<file path="src/rtl/dma_cmd_queue_pkg.sv">
// Shared constants for the DMA command queue register file: register map, status layout, FSM encoding.
// No logic of its own; zero latency.
// No flow control; the helpers are pure functions.
package dma_cmd_queue_pkg;

  localparam logic [31:0] UNMAPPED_DEFAULT = 32'hD34DB33F;

  // Word offsets on the register port
  localparam logic [31:0] OFF_STAGE_ADDR = 32'h0;
  localparam logic [31:0] OFF_STAGE_LBA  = 32'h1;
  localparam logic [31:0] OFF_STAGE_CNT  = 32'h2;
  localparam logic [31:0] OFF_STAGE_TYPE = 32'h3;
  localparam logic [31:0] OFF_DOORBELL   = 32'h4;
  localparam logic [31:0] OFF_LAST_ADDR  = 32'h5;
  localparam logic [31:0] OFF_COMP_CNT   = 32'h6;
  localparam logic [31:0] OFF_OVF_CNT    = 32'h7;
  localparam logic [31:0] OFF_IRQ_STATUS = 32'h8;
  localparam logic [31:0] OFF_IRQ_MASK   = 32'h9;

  // Status word layout at the doorbell offset
  localparam int ST_FULL_BIT  = 31;
  localparam int ST_EMPTY_BIT = 30;
  localparam int ST_BUSY_BIT  = 29;
  localparam int ST_LEVEL_W   = 5;

  // Interrupt status bits
  localparam int IRQ_DONE_BIT  = 0;
  localparam int IRQ_OVF_BIT   = 1;
  localparam int IRQ_EMPTY_BIT = 2;
  localparam int IRQ_W         = 3;

  typedef enum logic [1:0] {
    ST_IDLE  = 2'd0,
    ST_ISSUE = 2'd1,
    ST_WAIT  = 2'd2
  } issue_state_e;

  // Byte-lane merge: lanes with a clear strobe keep the old byte.
  function automatic logic [31:0] byte_merge(input logic [31:0] old_val,
                                             input logic [31:0] new_val,
                                             input logic [3:0]  stb);
    logic [31:0] r;
    for (int b = 0; b < 4; b++) begin
      r[8*b +: 8] = stb[b] ? new_val[8*b +: 8] : old_val[8*b +: 8];
    end
    return r;
  endfunction

  // Expand byte strobes into a 32-bit bit mask.
  function automatic logic [31:0] strobe_mask(input logic [3:0] stb);
    logic [31:0] m;
    for (int b = 0; b < 4; b++) begin
      m[8*b +: 8] = {8{stb[b]}};
    end
    return m;
  endfunction

endpackage

</file>
<file path="src/rtl/dma_desc_fifo.sv">
// Synchronous descriptor FIFO, DEPTH entries of W bits, head visible combinationally.
// Push is written on the clock edge; level/full/empty update on that same edge.
// A push while full is refused unless a pop happens in the same cycle; pop on empty is ignored.
module dma_desc_fifo #(
  parameter int DEPTH = 4,
  parameter int W     = 90
) (
  input  logic                     clk_i,
  input  logic                     rst_i,
  input  logic                     push_i,
  input  logic [W-1:0]             push_dat_i,
  input  logic                     pop_i,
  output logic [W-1:0]             head_dat_o,
  output logic                     full_o,
  output logic                     empty_o,
  output logic [$clog2(DEPTH):0]   level_o
);

  localparam int PTR_W = $clog2(DEPTH);
  localparam int LVL_W = PTR_W + 1;

  logic [W-1:0]     mem_q [DEPTH];
  logic [PTR_W-1:0] wr_ptr_q, rd_ptr_q;
  logic [LVL_W-1:0] level_q, level_d;
  logic             push_ok, pop_ok;

  assign full_o     = (level_q == LVL_W'(DEPTH));
  assign empty_o    = (level_q == '0);
  assign level_o    = level_q;
  assign head_dat_o = mem_q[rd_ptr_q];

  // A freed slot in the same cycle lets a push into a full queue land.
  assign pop_ok  = pop_i && !empty_o;
  assign push_ok = push_i && (!full_o || pop_ok);

  // Occupancy follows the accepted push/pop pair.
  always_comb begin
    level_d = level_q;
    case ({push_ok, pop_ok})
      2'b10:   level_d = level_q + LVL_W'(1);
      2'b01:   level_d = level_q - LVL_W'(1);
      default: level_d = level_q;
    endcase
  end

  // Storage, pointers and level.
  always_ff @(posedge clk_i or posedge rst_i) begin
    if (rst_i) begin
      for (int i = 0; i < DEPTH; i++) begin
        mem_q[i] <= '0;
      end
      wr_ptr_q <= '0;
      rd_ptr_q <= '0;
      level_q  <= '0;
    end else begin
      if (push_ok) begin
        mem_q[wr_ptr_q] <= push_dat_i;
        wr_ptr_q        <= wr_ptr_q + PTR_W'(1);
      end
      if (pop_ok) begin
        rd_ptr_q <= rd_ptr_q + PTR_W'(1);
      end
      level_q <= level_d;
    end
  end

endmodule

</file>
<file path="src/rtl/dma_cmd_queue_regs.sv">
// SATA DMA command register file: software stages descriptors, doorbell queues them, FSM issues one at a time.
// Doorbell at edge N -> dma_start high in cycle N+1 when idle; reads return data on the regen edge after ren.
// Engine paced by dma_done; a doorbell into a full queue is dropped and counted. Optional IRQ: DMA_CMD_QUEUE_IRQ_EN.
module dma_cmd_queue_regs
  import dma_cmd_queue_pkg::*;
#(
  parameter int          DEPTH    = 4,
  parameter int          ALIGN    = 7,
  parameter int          RADDR_W  = 4,
  parameter logic [31:0] UNMAPPED = UNMAPPED_DEFAULT
) (
  input  logic            ACLK,
  input  logic            rst,
  output logic [31:ALIGN] mem_address,
  output logic [31:0]     lba,
  output logic [31:0]     sector_cnt,
  output logic            dma_type,
  output logic            dma_start,
  input  logic            dma_done,
  output logic            dma_busy,
  output logic [31:0]     bram_rdata,
  input  logic [31:0]     bram_raddr,
  input  logic [31:0]     bram_waddr,
  input  logic [31:0]     bram_wdata,
  input  logic [3:0]      bram_wstb,
  input  logic            bram_wen,
  input  logic            bram_ren,
  input  logic            bram_regen
`ifdef DMA_CMD_QUEUE_IRQ_EN
  ,output logic           irq
`endif
);

  localparam int AW     = 32 - ALIGN;
  localparam int DESC_W = AW + 32 + 32 + 1;
  localparam int LVL_W  = $clog2(DEPTH) + 1;

  logic [31:0]        woff, roff;
  logic [31:0]        stage_addr_q, stage_addr_d;
  logic [31:0]        stage_lba_q, stage_lba_d;
  logic [31:0]        stage_cnt_q, stage_cnt_d;
  logic               stage_type_q, stage_type_d;
  logic [AW-1:0]      mem_addr_q;
  logic [31:0]        lba_q, cnt_q;
  logic               type_q;
  logic [31:0]        last_addr_q, comp_cnt_q, ovf_cnt_q;
  logic [RADDR_W-1:0] raddr_q;
  logic [31:0]        rdata_q, rd_val;
  issue_state_e       state_q, state_d;
  logic               doorbell_push, fifo_pop, done_evt, ovf_evt;
  logic               fifo_full, fifo_empty;
  logic [LVL_W-1:0]   fifo_level;
  logic [DESC_W-1:0]  push_desc, head_desc;
  logic               unused_addr_bits;

  assign woff = 32'(bram_waddr[RADDR_W-1:0]);
  assign roff = 32'(raddr_q);
  assign unused_addr_bits = &{1'b0, bram_raddr[31:RADDR_W], bram_waddr[31:RADDR_W]};

  // Doorbell needs at least one set bit inside an enabled byte lane.
  assign doorbell_push = bram_wen && (woff == OFF_DOORBELL) &&
                         (|(bram_wdata & strobe_mask(bram_wstb)));
  assign push_desc     = {stage_addr_q[31:ALIGN], stage_lba_q, stage_cnt_q, stage_type_q};
  assign ovf_evt       = doorbell_push && fifo_full && !fifo_pop;

  dma_desc_fifo #(
    .DEPTH (DEPTH),
    .W     (DESC_W)
  ) u_fifo (
    .clk_i      (ACLK),
    .rst_i      (rst),
    .push_i     (doorbell_push),
    .push_dat_i (push_desc),
    .pop_i      (fifo_pop),
    .head_dat_o (head_desc),
    .full_o     (fifo_full),
    .empty_o    (fifo_empty),
    .level_o    (fifo_level)
  );

  // Stage register writes with byte-lane merge.
  always_comb begin
    stage_addr_d = stage_addr_q;
    stage_lba_d  = stage_lba_q;
    stage_cnt_d  = stage_cnt_q;
    stage_type_d = stage_type_q;
    if (bram_wen) begin
      if (woff == OFF_STAGE_ADDR) stage_addr_d = byte_merge(stage_addr_q, bram_wdata, bram_wstb);
      if (woff == OFF_STAGE_LBA)  stage_lba_d  = byte_merge(stage_lba_q, bram_wdata, bram_wstb);
      if (woff == OFF_STAGE_CNT)  stage_cnt_d  = byte_merge(stage_cnt_q, bram_wdata, bram_wstb);
      if (woff == OFF_STAGE_TYPE) stage_type_d = |byte_merge({31'b0, stage_type_q}, bram_wdata, bram_wstb);
    end
  end

  // Issue FSM next state: pop on leaving IDLE, one start cycle, then wait for the engine.
  always_comb begin
    state_d  = state_q;
    fifo_pop = 1'b0;
    done_evt = 1'b0;
    case (state_q)
      ST_IDLE: begin
        if (!fifo_empty) begin
          fifo_pop = 1'b1;
          state_d  = ST_ISSUE;
        end
      end
      ST_ISSUE: state_d = ST_WAIT;
      ST_WAIT: begin
        if (dma_done) begin
          done_evt = 1'b1;
          state_d  = ST_IDLE;
        end
      end
      default: state_d = ST_IDLE;
    endcase
  end

  assign dma_start = (state_q == ST_ISSUE);
  assign dma_busy  = (state_q == ST_ISSUE) || (state_q == ST_WAIT);

  // FSM state register.
  always_ff @(posedge ACLK or posedge rst) begin
    if (rst) state_q <= ST_IDLE;
    else     state_q <= state_d;
  end

  // Stage registers, issued descriptor outputs and completion/overflow counters.
  always_ff @(posedge ACLK or posedge rst) begin
    if (rst) begin
      stage_addr_q <= '0;
      stage_lba_q  <= '0;
      stage_cnt_q  <= '0;
      stage_type_q <= 1'b0;
      mem_addr_q   <= '0;
      lba_q        <= '0;
      cnt_q        <= '0;
      type_q       <= 1'b0;
      last_addr_q  <= '0;
      comp_cnt_q   <= '0;
      ovf_cnt_q    <= '0;
    end else begin
      stage_addr_q <= stage_addr_d;
      stage_lba_q  <= stage_lba_d;
      stage_cnt_q  <= stage_cnt_d;
      stage_type_q <= stage_type_d;
      if (fifo_pop) begin
        mem_addr_q <= head_desc[DESC_W-1 -: AW];
        lba_q      <= head_desc[64:33];
        cnt_q      <= head_desc[32:1];
        type_q     <= head_desc[0];
      end
      if (done_evt) begin
        comp_cnt_q  <= comp_cnt_q + 32'd1;
        last_addr_q <= {mem_addr_q, {ALIGN{1'b0}}};
      end
      if (ovf_evt && (ovf_cnt_q != '1)) begin
        ovf_cnt_q <= ovf_cnt_q + 32'd1;
      end
    end
  end

  assign mem_address = mem_addr_q;
  assign lba         = lba_q;
  assign sector_cnt  = cnt_q;
  assign dma_type    = type_q;

`ifdef DMA_CMD_QUEUE_IRQ_EN
  logic [IRQ_W-1:0] irq_status_q, irq_status_d;
  logic [IRQ_W-1:0] irq_mask_q, irq_mask_d;
  logic             irq_q;

  // W1C clear first, then events, so a same-cycle event wins over the clear.
  always_comb begin
    irq_status_d = irq_status_q;
    irq_mask_d   = irq_mask_q;
    if (bram_wen && (woff == OFF_IRQ_STATUS) && bram_wstb[0]) begin
      irq_status_d = irq_status_q & ~bram_wdata[IRQ_W-1:0];
    end
    if (bram_wen && (woff == OFF_IRQ_MASK) && bram_wstb[0]) begin
      irq_mask_d = bram_wdata[IRQ_W-1:0];
    end
    if (done_evt)                                 irq_status_d[IRQ_DONE_BIT]  = 1'b1;
    if (ovf_evt)                                  irq_status_d[IRQ_OVF_BIT]   = 1'b1;
    if (done_evt && fifo_empty && !doorbell_push) irq_status_d[IRQ_EMPTY_BIT] = 1'b1;
  end

  // Interrupt registers; irq follows the event edge.
  always_ff @(posedge ACLK or posedge rst) begin
    if (rst) begin
      irq_status_q <= '0;
      irq_mask_q   <= '0;
      irq_q        <= 1'b0;
    end else begin
      irq_status_q <= irq_status_d;
      irq_mask_q   <= irq_mask_d;
      irq_q        <= |(irq_status_d & irq_mask_d);
    end
  end

  assign irq = irq_q;
`endif

  // Read mux over the latched word offset.
  always_comb begin
    rd_val = UNMAPPED;
    case (roff)
      OFF_STAGE_ADDR: rd_val = stage_addr_q;
      OFF_STAGE_LBA:  rd_val = stage_lba_q;
      OFF_STAGE_CNT:  rd_val = stage_cnt_q;
      OFF_STAGE_TYPE: rd_val = {31'b0, stage_type_q};
      OFF_DOORBELL: begin
        rd_val                            = '0;
        rd_val[ST_FULL_BIT]               = fifo_full;
        rd_val[ST_EMPTY_BIT]              = fifo_empty;
        rd_val[ST_BUSY_BIT]               = dma_busy;
        rd_val[ST_LEVEL_W-1:0]            = ST_LEVEL_W'(fifo_level);
      end
      OFF_LAST_ADDR:  rd_val = last_addr_q;
      OFF_COMP_CNT:   rd_val = comp_cnt_q;
      OFF_OVF_CNT:    rd_val = ovf_cnt_q;
`ifdef DMA_CMD_QUEUE_IRQ_EN
      OFF_IRQ_STATUS: rd_val = {{(32-IRQ_W){1'b0}}, irq_status_q};
      OFF_IRQ_MASK:   rd_val = {{(32-IRQ_W){1'b0}}, irq_mask_q};
`endif
      default:        rd_val = UNMAPPED;
    endcase
  end

  // Read address latch and read data register.
  always_ff @(posedge ACLK or posedge rst) begin
    if (rst) begin
      raddr_q <= '0;
      rdata_q <= '0;
    end else begin
      if (bram_ren)   raddr_q <= bram_raddr[RADDR_W-1:0];
      if (bram_regen) rdata_q <= rd_val;
    end
  end

  assign bram_rdata = rdata_q;

endmodule

</file>
<file path="config.mk">
export PLATFORM = sky130hd
export DESIGN_NAME = dma_cmd_queue_regs
export DESIGN_NICKNAME = d
export VERILOG_FILES = /design/src/rtl/dma_cmd_queue_pkg.sv /design/src/rtl/dma_desc_fifo.sv /design/src/rtl/dma_cmd_queue_regs.sv
export SDC_FILE = /design/constraint.sdc
export NUM_CORES = 1
export LEC_CHECK = 0
export CORE_MARGIN = 5
export CORE_UTILIZATION = 40
export CTS_BUF_LIST = sky130_fd_sc_hd__clkbuf_4
export DETAILED_ROUTE_END_ITERATION = 6
export HOLD_SLACK_MARGIN = 0.06
export REMOVE_ABC_BUFFERS = 1
export SLEW_MARGIN = 20
export SYNTH_ARGS = -nofsm -noshare
export SYNTH_HDL_FRONTEND = slang
export SYNTH_SLANG_ARGS = --single-unit
export TNS_END_PERCENT = 1
</file>
<file path="constraint.sdc">
create_clock -name ACLK -period 74.2 [get_ports ACLK]
set_input_delay 14.84 -clock ACLK [delete_from_list [all_inputs] [get_ports ACLK]]
set_output_delay 14.84 -clock ACLK [all_outputs]
set_load 0.1 [all_outputs]
</file>
==> impl_results.md, run 1 <==
- CP required: 75020 ps
- Primary FF master, synth: dfrtp_1
- Origin of the critical flop-to-flop path: state_q[0]
- Die height: 288.5 µm
- Max-slew headroom: 24.64%
- TritonCTS buffer count: 175
- CP Launch Type: input pin
- Vias per std cell: 5.373
- CTS tree: built
- Overall power: 1.265 mW
- DR iter-0 viols: 1053
- Logic pwr share: 33.8%
- Clock power frac: 25.6%
- CP Depth: 8
- Synth unique cells: 48
- Post-CTS Setup Inserts: 0
- Leakage dissipation: 17.42 nW
- Antenna viol nets, final: 0
- Final wirelength: 82710 µm
- Clock Sinks: 681
- Total GRT Usage: 19.93%
- Vias in the first global route: 19890
- Num rows: 102
- Reg2reg setup slack: 70280 ps
- H-tree depth: 4
- Power Density: 35.56 mW/mm²
- Dpl ws: 54840 ps
- Multi-input logic area: 0.01294 mm²
- Largest net degree at the start of global routing: 132
- Post-synth EDFFs: 0
- Drt wl/cell: 24.50 µm
- Via count: 18140
- Sequential-to-total area share from yosys stat: 54.93%
- Clock Pin Slew Worst Setup and Hold Paths: 60 ps
- GPL Wtd Cong: 0.8228
- Setup WS post-layout: 55830 ps
- Post-Syn Instances: 1930
- Peak VDD IR: 0.01756 mV
- Dpl hpwl: 50540 µm
- Layout cells sized above 1: 42.06%
- CTS resizes: 0
- Worst Path Buf+Inv: 2
- Hold crit path type: flop to flop
- RSZ-0062 raised after global routing: no
- Outcome: completed
- Net load switching power: 490.2 µW
- Global route overflow: 0
- CP endpoint kind: flop
- Async SR Flop Fraction: 100.0%
- Post-layout instance area: 0.03556 mm²
- Max-cap violations: 0
- Die X: 288.5 µm
- Sequential cell area: 0.01705 mm²
- Clock skew: 64.91 ps
- CTS Hold Bufs: 0
- Initial Utilization: 40.18%
- Final period util: 24.76%
- Slew Limit Fails: 0
- Fill cells: 6841
- Worst setup path class: input pin to flop
- Worst Tran Pin Value: 1127 ps
- Num ports: 230
- Mean Syn Cell Area: 16.07 µm²
- Worst-Skew Late Latency: 1000 ps
- Buffers on Ports: 173
- Cell Area, Placed: 0.03331 mm²
- First-pass GRT wire length: 125700 µm
- CTS Buffer Depth: 3
- Worst Setup SP: bram_wdata[8]
- Antenna violations before repair: 6
- Slowest CP cell: buf_4
- Final TNS setup: 0 ps
- Final core occ: 46.05%
- First-pass DRT Iterations: 7
- Die area: 0.08322 mm²
- Switching share of power: 38.76%
- Area growth from synthesis to layout: 14.62%
- R2R Path End: u_fifo.mem_q[52]
- Hold Violations, Final: 0
- Total core area: 0.07721 mm²
- Worst setup path end: u_fifo.mem_q[52]
- CTS root buffer: clkbuf_4
- Yosys reg bits: 681
- Worst-path cell chain: clkdlybuf4s50_1 > or4_1 > o21ai_1 > nand4_2 > and3b_1 > nand2_8 > buf_4 > mux2_4
- Max Fclk: 0.05443 GHz
- Sequential power share: 40.7%
- P_int: 774.3 µW
- Synth Warn #: 0
- CP top delay family: simple AND/OR/NAND/NOR gates
- WP data arrival: 19190 ps
- # nets final: 2319
- Synth Cell Area: 0.03102 mm²
- Final setup vio count: 0
- Number of remaining DRC errors: 0
- R2R cell count: 7
- Highest net fanout along the worst path: 57
- Crit path largest cell delay: 780 ps
- Fin crit period: 18370 ps
==> Yosys cell counts (17+ instances only) <==
library cell,n,share of area [%]
a31oi_1,19,0.38
and3_1,18,0.36
nor2_1,62,0.75
mux4_2,90,6.5
nand4_1,28,0.56
xnor2_1,40,1.1
a21oi_1,21,0.34
buf_12,36,2.3
a222oi_1,17,0.55
inv_1,20,0.24
mux2_4,361,17
clkbuf_1,57,0.69
a22oi_1,44,1.1
nand3_1,25,0.40
xor2_1,26,0.73
dfrtp_1,681,55
mux2_2,218,7.9
nand2_1,43,0.52
==> worst min-delay path by stage <==
| stage | startpoint | end | slack (ps) | cells past startpoint |
|---|---|---|---|---|
| 4_1_cts | comp_cnt_q[31] | comp_cnt_q[31] | 490 | 1 |
| 2_1_floorplan | comp_cnt_q[31] | comp_cnt_q[31] | 440 | 1 |
| 5_1_grt | comp_cnt_q[31] | comp_cnt_q[31] | 500 | 1 |
| 6_report | comp_cnt_q[31] | comp_cnt_q[31] | 500 | 1 |
| 3_3_place_gp | comp_cnt_q[31] | comp_cnt_q[31] | 460 | 1 |
| 3_5_place_dp | comp_cnt_q[31] | comp_cnt_q[31] | 480 | 1 |
==> routing by layer <==
layer / vias to the layer above / global-route usage [%] / wire length (µm) / share of wire (%)
met3: 171 / 5.785 / 5028 / 6.1
met1: 9635 / 25.88 / 35650 / 43
met5: - / 0 / 13 / 0.016
met4: 2 / 7.055 / 2244 / 2.7
li1: 7810 / - / - / -
met2: 521 / 32.10 / 39770 / 48
==> per-stage QoR <==
stage / hold WS, ps / cells
after CTS: 493.0 / 3369
after global placement: 457.1 / 3064
after detailed placement: 482.3 / 3064
after global routing: 495.1 / 3372
after floorplan: 441.9 / 1824
final: 495.8 / 3376
==> flip-flops by register name, indices dropped and copies added (netlist names) <==
signal,flops
comp_cnt_q,32
u_fifo.level_o,3
stage_type_q,1
dma_type,1
stage_cnt_q,32
mem_address,25
last_addr_q,25
ovf_cnt_q,32
raddr_q,4
u_fifo.mem_q,360
lba,32
u_fifo.rd_ptr_q,2
stage_addr_q,32
stage_lba_q,32
sector_cnt,32
state_q,2
u_fifo.wr_ptr_q,2
bram_rdata,32
==> worst reg2reg max path, cell delays in order (launching register included) <==
cell and delay (ps):
dfrtp_1 360, inv_1 90, ha_1 260, nor4b_1 570, and3b_1 550, nand2_8 760, buf_4 790, mux2_4 390
==> kinds of logic (layout without fill, tap and decap cells) <==
| kind of cell | count (synthesis) | count (layout) | synth area share (%) |
|---|---|---|---|
| flops | 681 | 681 | 54.93 |
| mux | 670 | 670 | 31.95 |
| simple gates | 236 | 236 | 4.082 |
| compound gates | 140 | 140 | 3.255 |
| buf+inv | 126 | 526 | 3.445 |
| xor+xnor | 66 | 66 | 1.863 |
| fa+ha+maj | 11 | 11 | 0.4679 |
| other cells | 0 | 6 | 0 |
==> layout by cell type, fill, tap and decap left out, types with 26 or more instances in the layout <==
cell type,Yosys,layout
clkinv_1,0,40
clkbuf_4,0,243
mux4_2,90,90
nand4_1,28,28
xor2_1,26,26
nand2_1,43,43
clkdlybuf4s50_1,0,172
xnor2_1,40,40
a22oi_1,44,44
mux2_2,218,218
mux2_4,361,361
nor2_1,62,59
dfrtp_1,681,679
==> power by group through the flow <==
stage / logic (mW) / clock network, mW / registers [mW]
global route: 0.446 / 0.354 / 0.525
finish: 0.427 / 0.323 / 0.514
floorplan: 0.178 / 0 / 0.655
global placement: 0.419 / 0 / 0.519
CTS: 0.426 / 0.335 / 0.520
detailed placement: 0.424 / 0 / 0.526
==> layout make-up <==
type	count	area share, %
repair buffers	201	5.525
inverters	20	0.2323
clock buffers	243	5.131
multi-input cells	1123	36.41
clock inverters	62	1.052
diodes	6	0.04223
flip-flops and latches	681	47.95
well taps	1040	3.660
Note: power is estimated with default switching activity, not from simulation.
==> run 2, diff against run 1 <==
==> constraint.sdc (replaced) <==
create_clock -name ACLK -period 17.5 [get_ports ACLK]
set_input_delay 3.5 -clock ACLK [delete_from_list [all_inputs] [get_ports ACLK]]
set_output_delay 3.5 -clock ACLK [all_outputs]
set_load 0.1 [all_outputs]
==> run 2 against run 1 <==
- power rose to 4.2 times the previous value
- worst setup slack got worse by 45000 ps
- via count rose by 0.31%
- critical path depth did not move
==> impl_results.md, run 2 (synthesis results as in run 1) <==
- Number of remaining DRC errors: 0 (unchanged)
- Clock skew: 76.33 ps (+11.42 ps)
- WP data arrival: 7890 ps (-11300 ps)
- Most frequent cells in the layout: dfrtp_1 (679), mux2_4 (361), clkbuf_4 (267)
- Largest register FFs: 360 (unchanged)
- Vias in the first global route: 20070 (+0.90%)
- Leakage dissipation: 17.47 nW (+0.26%)
- Final setup vio count: 0 (unchanged)
- Die height: 288.5 µm (unchanged)
- Highest net fanout along the worst path: 56 (-1.8%)
- CP top delay family: simple AND/OR/NAND/NOR gates
- CTS Hold Bufs: 0 (unchanged)
- Overall power: 5.373 mW (+320%)
- Slowest CP cell: buf_4
- Post-layout instance area: 0.03562 mm² (+0.17%)
- Power Density: 150.8 mW/mm² (+320%)
- Die area: 0.08322 mm² (unchanged)
- Clock Sinks: 681 (unchanged)
- Antenna violations before repair: 6 (unchanged)
- Total core area: 0.07721 mm² (unchanged)
- Final wirelength: 82050 µm (-0.80%)
- CTS root buffer: clkbuf_4
- Num rows: 102 (unchanged)
- Clock power frac: 25.8% (+0.2 points)
- Worst Path Buf+Inv: 2 (unchanged)
- CP Launch Type: input pin
- Net load switching power: 2.069 mW (+320%)
- Antenna viol nets, final: 0 (unchanged)
- Initial Utilization: 40.18% (unchanged)
- Dpl hpwl: 49930 µm (-1.2%)
- Clock Pin Slew Worst Setup and Hold Paths: 60 ps (about the same)
- Switching share of power: 38.52% (-0.25 points)
- Global route overflow: 0 (unchanged)
- Worst Hold Slack: 469.4 ps (-26.39 ps)
- Crit path largest cell delay: 750 ps (-30 ps)
- H-tree depth: 4 (unchanged)
- DR iter-0 viols: 1329 (+26%)
- GPL Wtd Cong: 0.8119 (-1.3%)
- Num ports: 230 (unchanged)
- Vias per std cell: 5.393 (+0.37%)
- First-pass GRT wire length: 125600 µm (about the same)
- Final TNS setup: 0 ps (unchanged)
- First-pass DRT Iterations: 7 (unchanged)
- Worst-path cell chain: clkdlybuf4s50_1 > or4_1 > o21ai_1 > nand4_2 > and3b_1 > nand2_8 > buf_4 > mux2_4
- Hold Violations, Final: 0 (unchanged)
- Hold crit path type: flop to flop
- Worst-Skew Late Latency: 1020 ps (+20 ps)
- Max-cap violations: 0 (unchanged)
- Largest net degree at the start of global routing: 174 (+32%)
- Commonest non-fill, non-tap cell in the layout: dfrtp_1
- Final period util: 40.33%
- Outcome: completed
- Sequential power share: 40.7% (about the same)
- Die X: 288.5 µm (unchanged)
- CTS Buffer Depth: 3 (unchanged)
- Post-CTS Setup Inserts: 0 (unchanged)
- Via count: 18200 (+0.31%)
- TritonCTS buffer count: 178 (+1.7%)
- Max-slew headroom: 21.32% (-3.3 points)
- # nets final: 2320 (+0.043%)
- Fin crit period: 7058 ps
- Biggest register: u_fifo.mem_q
- CTS resizes: 0 (unchanged)
- CTS tree: built
- Peak VDD IR: 0.06440 mV (+270%)
- Max Fclk: 0.1417 GHz
- Area growth from synthesis to layout: 14.81%
- Slew Limit Fails: 0 (unchanged)
- Total GRT Usage: 19.83% (-0.094 points)
- Buffers on Ports: 173 (unchanged)
- Logic pwr share: 33.5% (-0.3 points)
- Final core occ: 46.13% (+0.079 points)
- Worst Tran Pin Value: 1176 ps (+48.99 ps)
- RSZ-0062 raised after global routing: no
- Worst setup path class: input pin to flop
- Drt wl/cell: 24.32 µm (-0.74%)
- Cell Area, Placed: 0.03331 mm² (about the same)
- CP endpoint kind: flop
- P_int: 3.303 mW (+330%)
- CP required: 18330 ps (-56690 ps)
- Layout cells sized above 1: 42.78% (+0.72 points)
==> run 2: cell count changes in the layout (fill, tap and decap cells not counted), sizes merged <==
cell      delta
bufinv       -2
inv          -3
clkinv      -18
clkinvlp     -1
buf          -2
clkbuf      +24
==> run 2: final cells by class <==
type | count | area, µm²
Antenna cell | 6 | 15.01
Timing Repair Buffer | 199 | 1987
Clock buffer | 267 | 2004
Clock inverter | 38 | 232.7
Fill cell | 6769 | 41590
Tap cell | 1040 | 1301
Sequential cell | 681 | 17050
Inverter | 20 | 82.58
Multi-Input combinational cell | 1123 | 12940
==> run 2: worst paths after layout <==
kind                                startpoint                end  slack [ps]  cells past startpoint
worst max-delay path            bram_wdata[12]  u_fifo.mem_q[337]       10440                      8
worst min-delay path            comp_cnt_q[31]     comp_cnt_q[31]         470                      1
max in group asynchronous                  rst     sector_cnt[15]       11640                      5
worst max register to register      state_q[1]  u_fifo.mem_q[337]       13560                      7
min in group asynchronous                  rst  u_fifo.mem_q[220]        3080                      2
worst min register to register  comp_cnt_q[31]     comp_cnt_q[31]         470                      1
==> run 2: power by group through the flow <==
| stage | clock network, mW | registers [mW] | logic, mW |
|---|---|---|---|
| 2_1_floorplan | 0 | 2.78 | 0.755 |
| 3_3_place_gp | 0 | 2.20 | 1.78 |
| 3_5_place_dp | 0 | 2.23 | 1.80 |
| 4_1_cts | 1.44 | 2.20 | 1.81 |
| 5_1_grt | 1.52 | 2.23 | 1.88 |
| 6_report | 1.39 | 2.19 | 1.80 |
==> run 2: per-stage QoR <==
step | instances | setup WS [ps]
finish | 3374 | 10440
global route | 3370 | 10460
CTS | 3366 | 10570
detailed placement | 3061 | 9464
global placement | 3061 | 9533
floorplan | 1824 | -5091
==> run 2: worst reg2reg max path: stages, from the launching register on <==
cell and delay, ps:
dfrtp_1 370, inv_1 90, ha_1 250, nor4b_1 560, and3b_1 550, nand2_8 720
buf_4 800, mux2_4 450
==> run 2: routing by layer <==
layer	wire length, µm	track usage (%)
met1	35300	25.68
met2	39920	32.57
met3	4679	5.059
met4	2135	7.019
met5	13	0
